--- config.mk ---
export PLATFORM = sky130hd
export DESIGN_NAME = led_status_arbiter
export DESIGN_NICKNAME = d
export VERILOG_FILES = /design/src/rtl/led_status_arbiter.sv
export SDC_FILE = /design/constraint.sdc
export NUM_CORES = 1
export LEC_CHECK = 0
export ABC_AREA = 1
export CAP_MARGIN = 30
export CORE_MARGIN = 2
export CORE_UTILIZATION = 55
export CTS_BUF_LIST = sky130_fd_sc_hd__clkbuf_8
export CTS_CLUSTER_DIAMETER = 30
export CTS_CLUSTER_SIZE = 12
export DETAILED_ROUTE_END_ITERATION = 12
export GPL_ROUTABILITY_DRIVEN = 0
export PLACE_DENSITY_LB_ADDON = 0.2
export SLEW_MARGIN = 20
export SYNTH_ARGS = -nofsm -noshare
export SYNTH_HDL_FRONTEND = slang
export SYNTH_SLANG_ARGS = --single-unit
--- constraint.sdc ---
create_clock -name mainclk -period 3.8 [get_ports mainclk]
set_clock_uncertainty 0.05 [all_clocks]
set_input_delay 0.38 -clock mainclk [delete_from_list [all_inputs] [get_ports mainclk]]
set_output_delay 0.38 -clock mainclk [all_outputs]
set_load 0.01 [all_outputs]
--- src/rtl/led_status_arbiter.sv ---
// led_status_arbiter: per-LED priority arbiter with hold timer and 1/8 PWM; LED_IDLE_HEARTBEAT_EN adds an idle blue heartbeat
module led_status_arbiter #(
  parameter int NUM_REQ     = 4,
  parameter int HOLD_CYCLES = 10_000_000,
  parameter int HB_BIT      = 26
) (
  input  logic                 mainclk,
  input  logic                 rst,
  input  logic [NUM_REQ-1:0]   req_valid,
  output logic [NUM_REQ-1:0]   req_ready,
  input  logic [2*NUM_REQ-1:0] req_led,
  input  logic [3*NUM_REQ-1:0] req_color,
  output logic [3:0]           led_busy,
  output logic                 led0_r,
  output logic                 led0_g,
  output logic                 led0_b,
  output logic                 led1_r,
  output logic                 led1_g,
  output logic                 led1_b,
  output logic                 led2_r,
  output logic                 led2_g,
  output logic                 led2_b,
  output logic                 led3_r,
  output logic                 led3_g,
  output logic                 led3_b
);
  localparam int CW = $clog2(HOLD_CYCLES) + 1;
  localparam logic [CW-1:0] LOAD = CW'(HOLD_CYCLES - 1);
  typedef enum logic {IDLE, SHOW} slot_e;
  slot_e st_q [4];
  slot_e st_d [4];
  logic [3:0][2:0] col_q, col_d, led_q, led_d;
  logic [3:0][CW-1:0] cnt_q, cnt_d;
  logic [2:0] pwm_q;
  logic gate, idle_b;
  assign gate = &pwm_q;
`ifdef LED_IDLE_HEARTBEAT_EN
  logic [HB_BIT:0] hb_q;
  always_ff @(posedge mainclk) hb_q <= rst ? '0 : hb_q + 1'b1;
  assign idle_b = hb_q[HB_BIT] & gate;
`else
  logic unused_hb;
  assign unused_hb = HB_BIT > 0;
  assign idle_b = 1'b0;
`endif
  // a higher-index requester aimed at the same LED masks every lower one, so each slot sees at most one accept
  always_comb begin
    req_ready = '0;
    for (int i = 0; i < NUM_REQ; i++) begin
      req_ready[i] = st_q[req_led[2*i +: 2]] == IDLE;
      for (int j = i + 1; j < NUM_REQ; j++)
        if (req_valid[j] && req_led[2*j +: 2] == req_led[2*i +: 2]) req_ready[i] = 1'b0;
    end
  end
  always_comb begin
    for (int k = 0; k < 4; k++) begin
      st_d[k] = (st_q[k] == SHOW && cnt_q[k] == '0) ? IDLE : st_q[k];
      col_d[k] = col_q[k];
      cnt_d[k] = (st_q[k] == SHOW && cnt_q[k] != '0) ? cnt_q[k] - 1'b1 : cnt_q[k];
      for (int i = 0; i < NUM_REQ; i++)
        if (req_valid[i] && req_ready[i] && req_led[2*i +: 2] == 2'(k)) begin
          st_d[k] = SHOW;
          col_d[k] = req_color[3*i +: 3];
          cnt_d[k] = LOAD;
        end
      led_d[k] = st_q[k] == SHOW ? col_q[k] & {3{gate}} : {2'b00, idle_b};
      led_busy[k] = st_q[k] == SHOW;
    end
  end
  always_ff @(posedge mainclk) begin
    if (rst) begin
      for (int k = 0; k < 4; k++) st_q[k] <= IDLE;
      col_q <= '0;
      cnt_q <= '0;
      led_q <= '0;
      pwm_q <= '0;
    end else begin
      st_q <= st_d;
      col_q <= col_d;
      cnt_q <= cnt_d;
      led_q <= led_d;
      pwm_q <= pwm_q + 1'b1;
    end
  end
  assign {led0_r, led0_g, led0_b} = led_q[0];
  assign {led1_r, led1_g, led1_b} = led_q[1];
  assign {led2_r, led2_g, led2_b} = led_q[2];
  assign {led3_r, led3_g, led3_b} = led_q[3];
endmodule
[Word-level counts from Yosys, hierarchy flattened]
Cells that the tools add are included.
Word-level totals
  input bits: 26
  output and inout port bits: 20
  register bits after elaboration: 131
Operators by class
  bitwise logic cells: 16
  equality and inequality tests: 18
  reduce and logical (&&, ||, !) cells: 67
  multiplexer cells: 74
  add/subtract/negate cells: 5
  order comparisons: 4
Operators with widths (count)
  two-way mux 24 bit: 20
  zero test 25 bit: 4
  nonzero test 25 bit: 4
  subtractor 25 x 1 -> 25 bit, second input constant: 4
  two-way mux 3 bit: 16
  nonzero test 5 bit: 8
  logical AND 1 bit: 34
  two-way mux 1 bit: 34
  OR reduction 5 bit: 4
  == test 2 bit, second input constant: 8
  nonzero test 4 bit: 4
  bitwise AND 3 bit: 4
  == test 2 bit: 6
  >= comparator 3 bit, second input constant: 4
  NOT 2 -> 3 bit: 4
  binary-select mux 1 bit (select 2 bit): 4
  == test 2 x 1 -> 1 bit, second input constant: 4
  zero test 2 bit: 4
  NOT 1 bit: 8
  OR reduction 2 bit: 4
  adder 3 x 1 -> 3 bit, second input constant: 1
  AND reduction 3 bit: 1

[Longest topological paths before layout]
  word-level depth: 14
  gate-level depth with buffers: 15
  depth with buffers taken out: 15

[Worst setup path before layout]
No wires, ideal clock.
  kind: input-to-reg
  from: input port req_led[0]
  to: register cnt_q[34] in the netlist's numbering
  buffers on the path: 2
  data arrival time: 1.610 ns
  stages on the path: 14
  data required time: 3.637 ns
  setup slack: 2.027 ns
  path through: buf_4 -> nor2_1 -> nand2_1 -> nand2_1 -> nor2_1 -> nand2_1 -> nor2_4 -> nand3_1 -> nand2_1 -> nor2_4 -> buf_6 -> nand2_1 -> o21ai_1 -> inv_1
On the way
  cells in the longest elaborated chain, start to end: 14
RTL lines
  start: declaration: RTL line 11  | input logic [2*NUM_REQ-1:0] req_led,
  NOT 2 -> 3 bit (implied by the code): RTL line 50  | req_ready[i] = st_q[req_led[2*i +: 2]] == IDLE;
  binary-select mux 1 bit (select 2 bit): RTL line 50
  two-way mux 1 bit (implied by the code) (2 in a row): RTL line 50
  NOT 1 bit: RTL line 50
  two-way mux 1 bit (2 in a row): RTL line 52  | if (req_valid[j] && req_led[2*j +: 2] == req_led[2*i +: 2]) req_ready[i] = 1'b0;
  two-way mux 1 bit *: RTL line 52
  net req_ready[0]: RTL line 10  | output logic [NUM_REQ-1:0] req_ready,
  logical AND 1 bit * (2 in a row): RTL line 61  | if (req_valid[i] && req_ready[i] && req_led[2*i +: 2] == 2'(k)) begin
  two-way mux 24 bit (4 in a row): RTL line 61
  end signal: assignment: RTL line 80  | cnt_q <= cnt_d;
  end: declaration: RTL line 33  | logic [3:0][CW-1:0] cnt_q, cnt_d;
Mark *: on every way through the listed nets, which the timed path passes. The rest lies on a longest branch. The select of a mux whose other input is x is not followed.
A chain may end at the register's enable or synchronous reset.

[Worst setup path in the final report]
  from: input port req_led[2]
  to: output port req_ready[1]
On the way
  cells in the longest elaborated chain, start to end: 7
RTL lines (RTL line)
  NOT 2 -> 3 bit (implied by the code): 50
  binary-select mux 1 bit (select 2 bit): 50
  two-way mux 1 bit (implied by the code) (2 in a row): 50
  NOT 1 bit: 50
  two-way mux 1 bit: 52
  two-way mux 1 bit *: 52
  end: declaration: 10
Mark *: on every way between the ends. The rest lies on a longest branch, timed or not. The select of a mux whose other input is x is not followed.

==> qor.yml <==
clock_network:
  clock_path_buffers: 2
  cts_resized: 0
  clock-sinks: 131
  clkTransAtPathRegs_ns: 0.07
  clockRootBuffer: "clkbuf_8"
  cts_tree: "yes"
  htreeDepth: 4
  insertion_delay_ns: 0.45
  postCtsHoldBufs: 0
  postCtsSetupBuffers: 0
  cts_made_buffers: 17
logic_synthesis:
  synth.avg_cell_area_sq_um: 6.22
  ys.flop_type: "dfxtp_1"
  ys_async_sr_fraction: 0
  synthDominantCellAreaShare: 0.318
  yosysMostFrequentCell: "nand2_1"
  ys_seq_elements: 131
  syn-num-nets: 1363
  syn_inst: 1327
  yosys-top-cells-count: "379 x nand2_1, 241 x nor2_1, 161 x inv_1"
  syn_area_sq_um: 8260
  synth_area_leader_cell: "dfxtp_1"
  ys_warn_count: 0
  ys_top_cells_by_area: "dfxtp_1 32%, nand2_1 17%, nor2_1 11%, inv_1 7.3%, nand3_1 6.1%"
  ys_seq_area_frac: 0.318
  synth_edf_count: 0
  yosys.cell_types.count: 41
global_route:
  grt_overflow: 0
  grtUsageTotal: 0.261
  first_global_vias: 7364
  grt_max_degree: 41
  grt_pass1_wl_mm: 34.4
  antenna_found_initial: 0
finish:
  fillers: 1402
  nNetsFinal: 1401
  area_delta_synth_final_pct: 11.9
  finish.utilization: 0.633
  drive_gt1_frac: 0.0747
  n_antenna_cell: 0
floorplan:
  die_w_microns: 127
  io_pins: 46
  floorplan.initialDensity: 0.566
  coreArea_sq_um: 14600
  fp-row-count: 44
  dieArea_sq_um: 16000
  die_h_microns: 127
worst_setup_path:
  cp_cell_sequence: "clkdlybuf4s50_1 > inv_1 > nand3_1 > nand2_1 > nor2_1 > nand2_2 > nor2_4 > clkdlybuf4s50_1"
  crit_top_cell: "clkdlybuf4s50_1"
  path_max_fanout: 11
  critPathLaunchType: "input pin"
  crit_required_ns: 3.37
  cp.arrival_ns: 2.48
  r2r_setup_slack_ns: 1.37
  rr_endpoint: "cnt_q[57]"
  rr_startpoint: "led_busy[2]"
  slowest_stage: "clkdlybuf4s50_1"
  cpPeakStageDelay_ns: 0.73
  cp_num_buf_inv: 3
  critical_path_class: "input pin to output port"
  critPathTopFamily: "buffers and inverters"
  reg2reg_depth: 12
  crit_path_end_kind: "output port"
power:
  power_frac_seq: 0.378
  p_sw_mw: 1.62
  p_comb_frac: 0.306
  switching_share: 0.367
  leakage_nw: 4.48
  power_frac_clock: 0.317
  p_per_area_nw_per_um2: 476
  ir_worst_vdd_mv: 0.339
  p_int_mw: 2.78
drt:
  wl_mm: 20.5
  first_pass_iters: 5
  vias_per_cell: 5.21
  drc: 0
  post_drt_wl_per_cell_microns: 13.1
  vias: 8145
  postRouteAntennaNets: 0
  drt_iter0_drc: 690
place:
  dp_hpwl_mm: 15.1
  numPortBuffers: 45
timing:
  rsz0062_at_grt: "false"
  post-route-min-period_ns: 2.91
  tightest_slew_ns: 0.855
  setup_viol: 0
  slew_viol_final: 0
  setup-tns-final_ns: 0
  max_freq_mhz: 344
  max_slew_margin: 0.429
  hold_viol: 0
  fin_crit_sh: 0.765
run:
  max_cap_violations: 0
worst_hold_path:
  min_path_type: "register to register"
  hold-path-cell-count: 1
  min-delay-start: "pwm_q[0]"
  min_to: "pwm_q[0]"
status:
  status: "completed"
==> power groups by stage <==
stage | combinational, mW | clock [mW] | sequential, mW
2_1_floorplan | 1.07 | 0 | 1.63
3_3_place_gp | 1.30 | 0 | 1.68
3_5_place_dp | 1.32 | 0 | 1.68
4_1_cts | 1.33 | 1.42 | 1.66
5_1_grt | 1.54 | 1.48 | 1.68
6_report | 1.34 | 1.39 | 1.66
==> registers in the layout, indices dropped and copies added, names as in the netlist <==
name / flops
led_busy: 4
led3_g: 1
led2_r: 1
led0_b: 1
col_q: 12
led2_g: 1
led3_r: 1
led0_g: 1
led1_g: 1
pwm_q: 3
cnt_q: 100
led1_b: 1
led1_r: 1
led0_r: 1
led3_b: 1
led2_b: 1
==> layer usage <==
layer | up-vias | part of all wire | global-route usage
met1 | 3629 | 0.46 | 0.339
met3 | 43 | 0.054 | 0.0578
li1 | 4278 | - | -
met2 | 195 | 0.46 | 0.430
met4 | 0 | 0.023 | 0.0853
met5 | - | 0 | 0
==> area by class of cell <==
cell class,instances,area [sq um],share of cell area
repair buffers,46,458,0.0496
flip-flops and latches,131,2620,0.284
multi-input cells,993,4780,0.518
clock inverters,13,208,0.0225
clock buffers,19,262,0.0283
inverters,176,673,0.0729
well taps,184,230,0.0249
==> worst reg2reg max path: stages, from the launching register on <==
cell and delay [ns]:
dfxtp_1 0.69, nand3_1 0.14, nand2_1 0.10, nor2_1 0.04, nand2_1 0.09, nor2_4 0.06
nand3_1 0.20, nand2_1 0.14, nor2_4 0.32, nand2_2 0.23, inv_1 0.18, nand2_1 0.07
nor2_1 0.07
==> worst max-delay path by stage <==
| stage | start | endpoint | slack [ns] | depth (start not counted) |
|---|---|---|---|---|
| 6_report | req_led[2] | req_ready[1] | 0.89 | 8 |
| 5_1_grt | req_led[2] | req_ready[1] | 0.73 | 8 |
| 4_1_cts | req_led[2] | req_ready[1] | 0.87 | 8 |
| 3_5_place_dp | req_led[2] | cnt_q[57] | 0.76 | 13 |
| 3_3_place_gp | req_led[2] | cnt_q[57] | 0.81 | 13 |
| 2_1_floorplan | req_led[0] | cnt_q[34] | 2.03 | 14 |
==> layout by cell type, fill, tap and decap left out, types with 12 or more instances in the layout <==
master,instances
inv_1,162
nand2_1,379
nand2_2,12
nor2_4,13
a21oi_1,61
a31oi_1,13
dfxtp_1,131
nand3_1,101
nand4_1,33
clkbuf_8,19
xor2_1,16
clkdlybuf4s50_1,45
nor3_1,17
nor2_1,241
o21ai_0,26
==> stage by stage <==
stage | setup slack (ns) | std cells | hold slack [ns] | total power [mW] | instance area, sq um
after floorplan | 2.03 | 1327 | 0.349 | 2.70 | 8260
after CTS | 0.871 | 1562 | 0.382 | 4.41 | 9240
after detailed placement | 0.765 | 1530 | 0.371 | 3.01 | 8770
final | 0.894 | 1562 | 0.379 | 4.40 | 9240
after global routing | 0.733 | 1562 | 0.401 | 4.69 | 9240
after global placement | 0.810 | 1530 | 0.365 | 2.99 | 8770
==> logic make-up after synthesis <==
group,after synthesis,synth area share
DFF,131,0.318
buffers and inverters,203,0.103
adders and majority gates,10,0.0152
AOI/OAI and AO/OA,108,0.0686
xor gates and xnor gates,24,0.0273
and+or+nand+nor,851,0.468
Power figures use the tool's default switching activity.
